==> src/rtl/counter_ctrl_pkg.sv <==
// Shared types and default sizes for the counter run controller.
package counter_ctrl_pkg;

  typedef enum logic [1:0] {
    StIdle,
    StClear,
    StRun,
    StDone
  } state_e;

  localparam int unsigned DefWidth = 4;
  localparam int unsigned DefPreW  = 4;

endpackage

==> src/rtl/counter_ctrl_prescaler.sv <==
// Enable divider: one tick per (div+1) RUN cycles not under hold.
module counter_ctrl_prescaler #(
  parameter int unsigned PRE_W = 4
) (
  input  logic             clk,
  input  logic             rst,
  input  logic             clear,
  input  logic             run,
  input  logic             hold,
  input  logic [PRE_W-1:0] div,
  output logic             tick
);

  logic [PRE_W-1:0] cnt_q, cnt_d;

  assign tick = run & ~hold & (cnt_q == div);

  always_comb begin
    cnt_d = cnt_q;
    if (clear || tick) begin
      cnt_d = '0;
    end else if (run && !hold) begin
      cnt_d = cnt_q + PRE_W'(1);
    end
  end

  always_ff @(posedge clk) begin
    if (rst) begin
      cnt_q <= '0;
    end else begin
      cnt_q <= cnt_d;
    end
  end

endmodule

==> src/rtl/counter_ctrl.sv <==
// Run controller for an external counter: clear, count to target, pulse done.
// Optional enable prescaler is built when COUNTER_CTRL_PRESCALE_EN is defined.
module counter_ctrl
  import counter_ctrl_pkg::*;
#(
  parameter int unsigned WIDTH = DefWidth,
  parameter int unsigned PRE_W = DefPreW
) (
  input  logic             clk,
  input  logic             rst,
  input  logic             start,
  input  logic             abort,
  input  logic             hold,
  input  logic [WIDTH-1:0] target,
  input  logic [PRE_W-1:0] prescale,
  input  logic [WIDTH-1:0] count,
  output logic             cnt_en,
  output logic             cnt_rst,
  output logic             busy,
  output logic             done
);

  state_e           state_q, state_d;
  logic [WIDTH-1:0] target_q;
  logic             accept;
  logic             at_target;
  logic             tick;
  logic             in_clear;
  logic             in_run;

  assign accept    = (state_q == StIdle) & start & ~abort;
  assign at_target = (count == target_q);
  assign in_clear  = (state_q == StClear);
  assign in_run    = (state_q == StRun);

`ifdef COUNTER_CTRL_PRESCALE_EN
  logic [PRE_W-1:0] prescale_q;

  always_ff @(posedge clk) begin
    if (rst) begin
      prescale_q <= '0;
    end else if (accept) begin
      prescale_q <= prescale;
    end
  end

  counter_ctrl_prescaler #(
    .PRE_W(PRE_W)
  ) u_prescaler (
    .clk  (clk),
    .rst  (rst),
    .clear(in_clear),
    .run  (in_run),
    .hold (hold),
    .div  (prescale_q),
    .tick (tick)
  );
`else
  logic unused_prescale;
  assign unused_prescale = ^prescale;
  assign tick            = 1'b1;
`endif

  always_ff @(posedge clk) begin
    if (rst) begin
      state_q  <= StIdle;
      target_q <= '0;
    end else begin
      state_q <= state_d;
      if (accept) begin
        target_q <= target;
      end
    end
  end

  always_comb begin
    state_d = state_q;
    cnt_en  = 1'b0;
    cnt_rst = 1'b0;
    busy    = 1'b0;
    done    = 1'b0;
    unique case (state_q)
      StIdle: begin
        if (accept) begin
          state_d = StClear;
        end
      end
      StClear: begin
        cnt_rst = 1'b1;
        busy    = 1'b1;
        state_d = abort ? StIdle : StRun;
      end
      StRun: begin
        busy = 1'b1;
        // Gated on live count so the counter never steps past the target.
        cnt_en = tick & ~hold & ~abort & ~at_target;
        if (abort) begin
          state_d = StIdle;
        end else if (!hold && at_target) begin
          state_d = StDone;
        end
      end
      StDone: begin
        done    = ~abort;
        state_d = StIdle;
      end
      default: state_d = StIdle;
    endcase
  end

endmodule

==> config.mk <==
export PLATFORM = sky130hd
export DESIGN_NAME = counter_ctrl
export DESIGN_NICKNAME = d
export VERILOG_FILES = /design/src/rtl/counter_ctrl_pkg.sv /design/src/rtl/counter_ctrl_prescaler.sv /design/src/rtl/counter_ctrl.sv
export SDC_FILE = /design/constraint.sdc
export NUM_CORES = 1
export LEC_CHECK = 0
export ABC_AREA = 1
export BUFFER_PORTS_ARGS = -buffer_cell sky130_fd_sc_hd__buf_2
export CAP_MARGIN = 10
export CORE_AREA = 4 4 41 43
export DETAILED_ROUTE_END_ITERATION = 16
export DIE_AREA = 0 0 45 47
export GPL_TIMING_DRIVEN = 0
export PLACE_DENSITY = 0.61
export SETUP_SLACK_MARGIN = 0.5
export SLEW_MARGIN = 10
export SYNTH_ARGS = -nofsm -noshare
export SYNTH_HDL_FRONTEND = slang
export SYNTH_SLANG_ARGS = --single-unit
==> constraint.sdc <==
create_clock -name clk -period 2 [get_ports clk]
set_clock_uncertainty 0.2 [all_clocks]
set_input_delay 0.1 -clock clk [delete_from_list [all_inputs] [get_ports clk]]
set_output_delay 0.1 -clock clk [all_outputs]
set_load 0.005 [all_outputs]
==> results of run 1 <==
## state kept, by name, summed over array words and instances (netlist names)
register	count
target_q	4
state_q	2
## repair_timing
item,in CTS,in global routing
pin swaps,4,1
hold buffers,5,0
endpoints found under the setup margin,2,3
endpoints found under the hold margin,6,0
resized for setup,8,4
setup buffers,4,1
## worst reg2reg max path, cell delays in order, from the launching register on
cell     delay, ns
dfxtp_2       0.35
inv_4         0.06
ha_4          0.15
inv_2         0.06
nor2_4        0.04
buf_4         0.13
a22oi_2       0.15
nand2_2       0.09
a21oi_1       0.16
## worst paths after layout
kind / start / to / slack, ns / cells past startpoint
setup / recovery: state_q[0] / cnt_en / 0.51 / 7
hold / removal: start / target_q[2] / 0.01 / 3
hold reg to reg: target_q[2] / target_q[2] / 0.27 / 2
setup reg to reg: state_q[0] / state_q[0] / 0.51 / 8
## final cells by class
type | count | area (µm²)
well taps | 15 | 18.77
flip-flops and latches | 6 | 122.6
multi-input cells | 42 | 266.5
fillers | 137 | 651.9
repair buffers | 26 | 167.7
clock buffers | 3 | 22.52
inverters | 13 | 51.30
## logic make-up after synthesis
| family | share of synthesized area |
|---|---|
| compound gates | 0.1553 |
| flops | 0.2981 |
| fa+ha+maj | 0.1242 |
| simple gates | 0.3013 |
| buf+inv | 0.1211 |
## where the power goes
| group | total, mW | internal, mW | switching, mW |
|---|---|---|---|
| Sequential | 0.188 | 0.157 | 0.0303 |
| Clock | 0.109 | 0.0677 | 0.0414 |
| Combinational | 0.391 | 0.197 | 0.194 |
| Total | 0.688 | 0.422 | 0.265 |
## per-stage QoR
step                      instances  cell area [µm²]    util  power, mW
after detailed placement         92            501.7  0.3856     0.4483
after global routing            105            649.4  0.4990     0.7521
after global placement           92            501.7  0.3856     0.4462
after floorplan                  61            402.9       -     0.3771
after CTS                       104            624.3  0.4798     0.6359
final                           105            649.4  0.4990     0.6875
## placed cells by master (no fill, tap or decap), types with 2 or more instances in the layout
| cell type | count |
|---|---|
| inv_1 | 10 |
| nand2_1 | 16 |
| dfxtp_2 | 2 |
| a21oi_1 | 5 |
| nor2_1 | 7 |
| ha_4 | 2 |
| inv_2 | 2 |
| ha_1 | 2 |
| buf_4 | 5 |
| dlygate4sd3_1 | 5 |
| clkbuf_4 | 3 |
| dfxtp_1 | 4 |
| buf_2 | 16 |
| o21ai_0 | 5 |
## routing by layer
layer | GRT usage | vias up | part of all wire
li1 | - | 245 | -
met1 | 0.1124 | 188 | 0.42
met2 | 0.1582 | 14 | 0.49
met3 | 0.04598 | 2 | 0.075
met4 | 0.02924 | 0 | 0.016
met5 | 0 | - | 0
==> impl_metrics.yaml, run 1 <==
setup_path:
  cpPeakStageDelay_ns: 0.33
  critPathLaunchType: "flip-flop"
  cp_top_family: "flip-flops"
  crit_chain: "inv_4 -> ha_4 -> inv_2 -> nor2_4 -> nand2_1 -> nor2_1 -> buf_2"
  crit_path_top_delay_cell: "dfxtp_2"
  cp.required_ns: 1.70
  crit_buf_inv: 3
  crit_type: "flip-flop to primary output"
  worstPathArrival_ns: 1.19
  endpoint_kind: "primary output"
  critPathMaxFanout: 3
clocking:
  worstSkewPairLatency_ns: 0.24
  clkSinkCount: 6
  clock-root-buffer: "clkbuf_4"
  cts.clk_slew.worst_paths_ns: 0.04
  cts_tree: "done"
  h-tree-depth: 1
  cts.path.max_buffers: 2
  cts-buffers-inserted: 3
final_layout:
  insertedDiodeCount: 0
  drive_gt1_frac: 0.3889
  final_nets: 113
  synthToLayoutAreaGrowth_pct: 61.18
synth:
  synth_fp_nets: 82
  synthArstFlopShare: 0
  synthTopCellsByCount: "nand2_1, inv_1, nor2_1"
  synth_edf_count: 0
  synth_top_area_cell: "dfxtp_1"
  netlist_area_um2: 402.9
  synth_cells: 61
  yosysTopAreaCellShare: 0.2981
  avgSynthCellArea_um2: 6.605
  ys_types: 11
  seq_area_frac_synth: 0.2981
  ys_ff_latch: 6
  yosys-top-cells-area: "dfxtp_1, nand2_1, ha_1"
  yosys_most_used_dff: "dfxtp_1"
  yosys.cell_count.top_type: "nand2_1"
  yosysWarnings: 0
die:
  die_area_um2: 2115
  start_util: 0.3096
  io_pins: 21
  core_um2: 1301
  die_w_um: 45
  fp-row-count: 13
  fp.dieH_um: 47
route:
  vias: 449
  drtPass1Iterations: 4
  drcViolationCount: 0
  totalWireLength_um: 948
  viasPerCell: 4.276
  post_drt_wl_per_cell_um: 9.029
  detail-route-antenna-nets: 0
  first_iter_violations: 3
global_route:
  grt_pass1_vias: 423
  grt_max_degree: 10
  grt_remaining_overflow: 0
  grt_usage: 0.09667
  grt_pass1_wl_um: 1518
  antenna_found_initial: 0
sta:
  rsz0062_at_grt: "yes"
  setup_viol: 0
  tns_ns: 0
  worst_pin_slew_ns: 0.1824
  finalWorstSetupSlack_ns: 0.5087
  slew_headroom: 0.8771
  finalCritPeriodShare: 0.7457
  max_freq_ghz: 0.6705
  report.final.slew_viol_count: 0
  post-route-min-period_ns: 1.491
  hold_viol: 0
  hold_ws_ns: 0.01093
placement:
  hpwl_um: 663.5
  numPortBuffers: 16
  pre_cts_ws_ns: 0.4592
  gp_congestion: 0.7237
status:
  status: "completed"
min_path:
  worstHoldPathType: "primary input to flip-flop"
power_and_ir_drop:
  power_density_nw_per_um2: 1059
  power.leakage_nw: 0.3414
  max-vdd-ir-drop_uv: 650.2
run:
  maxCapViolCount: 0
Power figures use the tool's default switching activity.
==> inputs of run 2 (changes only) <==
--- a/config.mk
+++ b/config.mk
@@ -12,7 +12,7 @@
 export DETAILED_ROUTE_END_ITERATION = 16
 export DIE_AREA = 0 0 45 47
 export GPL_TIMING_DRIVEN = 0
-export PLACE_DENSITY = 0.61
+export PLACE_DENSITY = 0.64
 export SETUP_SLACK_MARGIN = 0.5
 export SLEW_MARGIN = 10
 export SYNTH_ARGS = -nofsm -noshare
==> constraint.sdc (replaced) <==
create_clock -name clk -period 1.2 [get_ports clk]
set_clock_uncertainty 0.2 [all_clocks]
set_input_delay 0.06 -clock clk [delete_from_list [all_inputs] [get_ports clk]]
set_output_delay 0.06 -clock clk [all_outputs]
set_load 0.005 [all_outputs]
==> run 2 against run 1 <==
Net effect:
- the flow now finishes with violations (negative hold slack, negative setup slack)
- total power is 110% higher
- first-iteration DRC count up 130%
- sequential share of layout area shrank 0.43 points
- wire length increased by 14%
- clock power grew 72%
- clock-buffer cell count is the same
- die area did not move
- final area increased by 9.6%
- final cell count fell by 0.95%
- sequential cell count unchanged
==> impl_metrics.yaml, run 2 (synthesized netlist as in run 1, its figures left out) <==
status:
  status: "complete, but fails checks"
  violations: "negative hold slack, negative setup slack"
setup_path:
  reg2reg_setup_slack_ns: -0.25
  crit_buf_inv: 3
  cpPeakStageDelay_ns: 0.35
  crit_path_top_delay_cell: "dfxtp_4"
  critPathMaxFanout: 3
  reg2reg_to: "state_q[1]"
  cp.required_ns: 0.94
  endpoint_kind: "primary output"
  reg2reg_depth: 8
  crit_chain: "inv_4 -> ha_4 -> inv_2 -> nor2_4 -> nand2_2 -> nor2_2 -> buf_2"
  cp_top_family: "flip-flops"
  critPathLaunchType: "flip-flop"
  worstPathArrival_ns: 1.19
  reg2reg_from: "state_q[1]"
  crit_type: "flip-flop to primary output"
die:
  fp-row-count: 13
  start_util: 0.3096
  core_um2: 1301
  die_area_um2: 2115
  die_w_um: 45
  fp.dieH_um: 47
  io_pins: 21
final_layout:
  mostFrequentLayoutCells: "nand2_1, buf_2, inv_1"
  register_area_um2: 131.4
  top_regs: "target_q: 4 flops, state_q: 2 flops"
  drive_gt1_frac: 0.5730
  synthToLayoutAreaGrowth_pct: 76.71
  largest_reg_flops: 4
  final_nets: 112
  insertedDiodeCount: 0
  multi_input_area_um2: 310.3
  largest-register: "target_q"
  fillers: 131
power_and_ir_drop:
  power.leakage_nw: 0.3544
  power_density_nw_per_um2: 2058
  power_mw: 1.465
  max-vdd-ir-drop_uv: 1355
placement:
  pre_cts_ws_ns: -0.2230
  gp_congestion: 0.7082
  hpwl_um: 694.4
  numPortBuffers: 16
global_route:
  grt_pass1_vias: 438
  grt_usage: 0.1140
  grt_pass1_wl_um: 1662
  antenna_found_initial: 0
  grt_remaining_overflow: 0
  grt_max_degree: 7
min_path:
  holdCritStartpoint: "target[1]"
  hold_end: "target_q[1]"
  worstHoldPathType: "primary input to flip-flop"
  hold_depth: 3
sta:
  hold_ws_ns: -0.1221
  finalCritPeriodShare: 1.212
  worst_pin_slew_ns: 0.2578
  setup_viol: 10
  max_freq_ghz: 0.6877
  finalWorstSetupSlack_ns: -0.2541
  post-route-min-period_ns: 1.454
  rsz0062_at_grt: "yes"
  hold_viol: 6
  slew_headroom: 0.8280
  report.final.slew_viol_count: 0
clocking:
  cts-buffers-inserted: 3
  clock-root-buffer: "clkbuf_4"
  cts.path.max_buffers: 2
  cts.clk_slew.worst_paths_ns: 0.04
  cts_tree: "done"
  clkSinkCount: 6
  worstSkewPairLatency_ns: 0.25
  h-tree-depth: 1
route:
  vias: 468
  first_iter_violations: 7
  post_drt_wl_per_cell_um: 10.36
  drcViolationCount: 0
  viasPerCell: 4.500
  totalWireLength_um: 1077
  drtPass1Iterations: 4
  detail-route-antenna-nets: 0
run:
  maxCapViolCount: 0
## run 2: power breakdown
| part | switching [mW] | total [mW] | internal (mW) |
|---|---|---|---|
| Clock | 0.0751 | 0.188 | 0.113 |
| Combinational | 0.432 | 0.945 | 0.514 |
| Sequential | 0.0540 | 0.331 | 0.277 |
| Total | 0.561 | 1.46 | 0.904 |
## run 2: per-stage QoR
step                instance area [µm²]  setup TNS (ns)  instances    util
finish                            711.9          -1.479        104  0.5471
floorplan                         445.4         -0.1615         61       -
global route                      711.9          -2.103        104  0.5471
CTS                               671.9          -1.349        101  0.5163
global placement                  544.3         -0.5628         92  0.4183
detailed placement                544.3         -0.6527         92  0.4183
## run 2: area by class of cell
type	count	area share
Multi-Input combinational cell	42	0.4359
Timing Repair Buffer	25	0.2460
Sequential cell	6	0.1845
Inverter	13	0.07557
Clock buffer	3	0.03163
Tap cell	15	0.02636
## run 2: how the worst max path moves through the flow
stage	startpoint	to	slack, ns	cells past startpoint
finish	state_q[0]	cnt_en	-0.25	7
global route	state_q[1]	state_q[1]	-0.34	8
CTS	state_q[0]	cnt_en	-0.27	7
detailed placement	state_q[1]	state_q[1]	-0.22	8
global placement	state_q[1]	state_q[1]	-0.21	8
floorplan	state_q[1]	state_q[1]	-0.10	7
## run 2: what timing repair did
item / CTS / global route
setup buffers: 6 / 3
gates resized for setup: 17 / 8
pin swaps: 6 / 10
setup endpoints to repair: 10 / 10
hold endpoints to repair: 6 / 5
## run 2: per-layer routing
metal  track usage  up-vias  part of all wire
li1              -      244                 -
met1        0.1190      204              0.37
met2        0.1864       14              0.52
met3       0.06513        6             0.082
met4       0.05263        0             0.029
met5             0        -                 0
## run 2: worst register-to-register path, stage by stage, from the launching register on
cell,delay (ns)
dfxtp_4,0.37
inv_4,0.05
ha_4,0.17
buf_4,0.13
a22oi_2,0.16
nand2_4,0.09
nand2_2,0.06
nand2_1,0.04
nor2_1,0.11
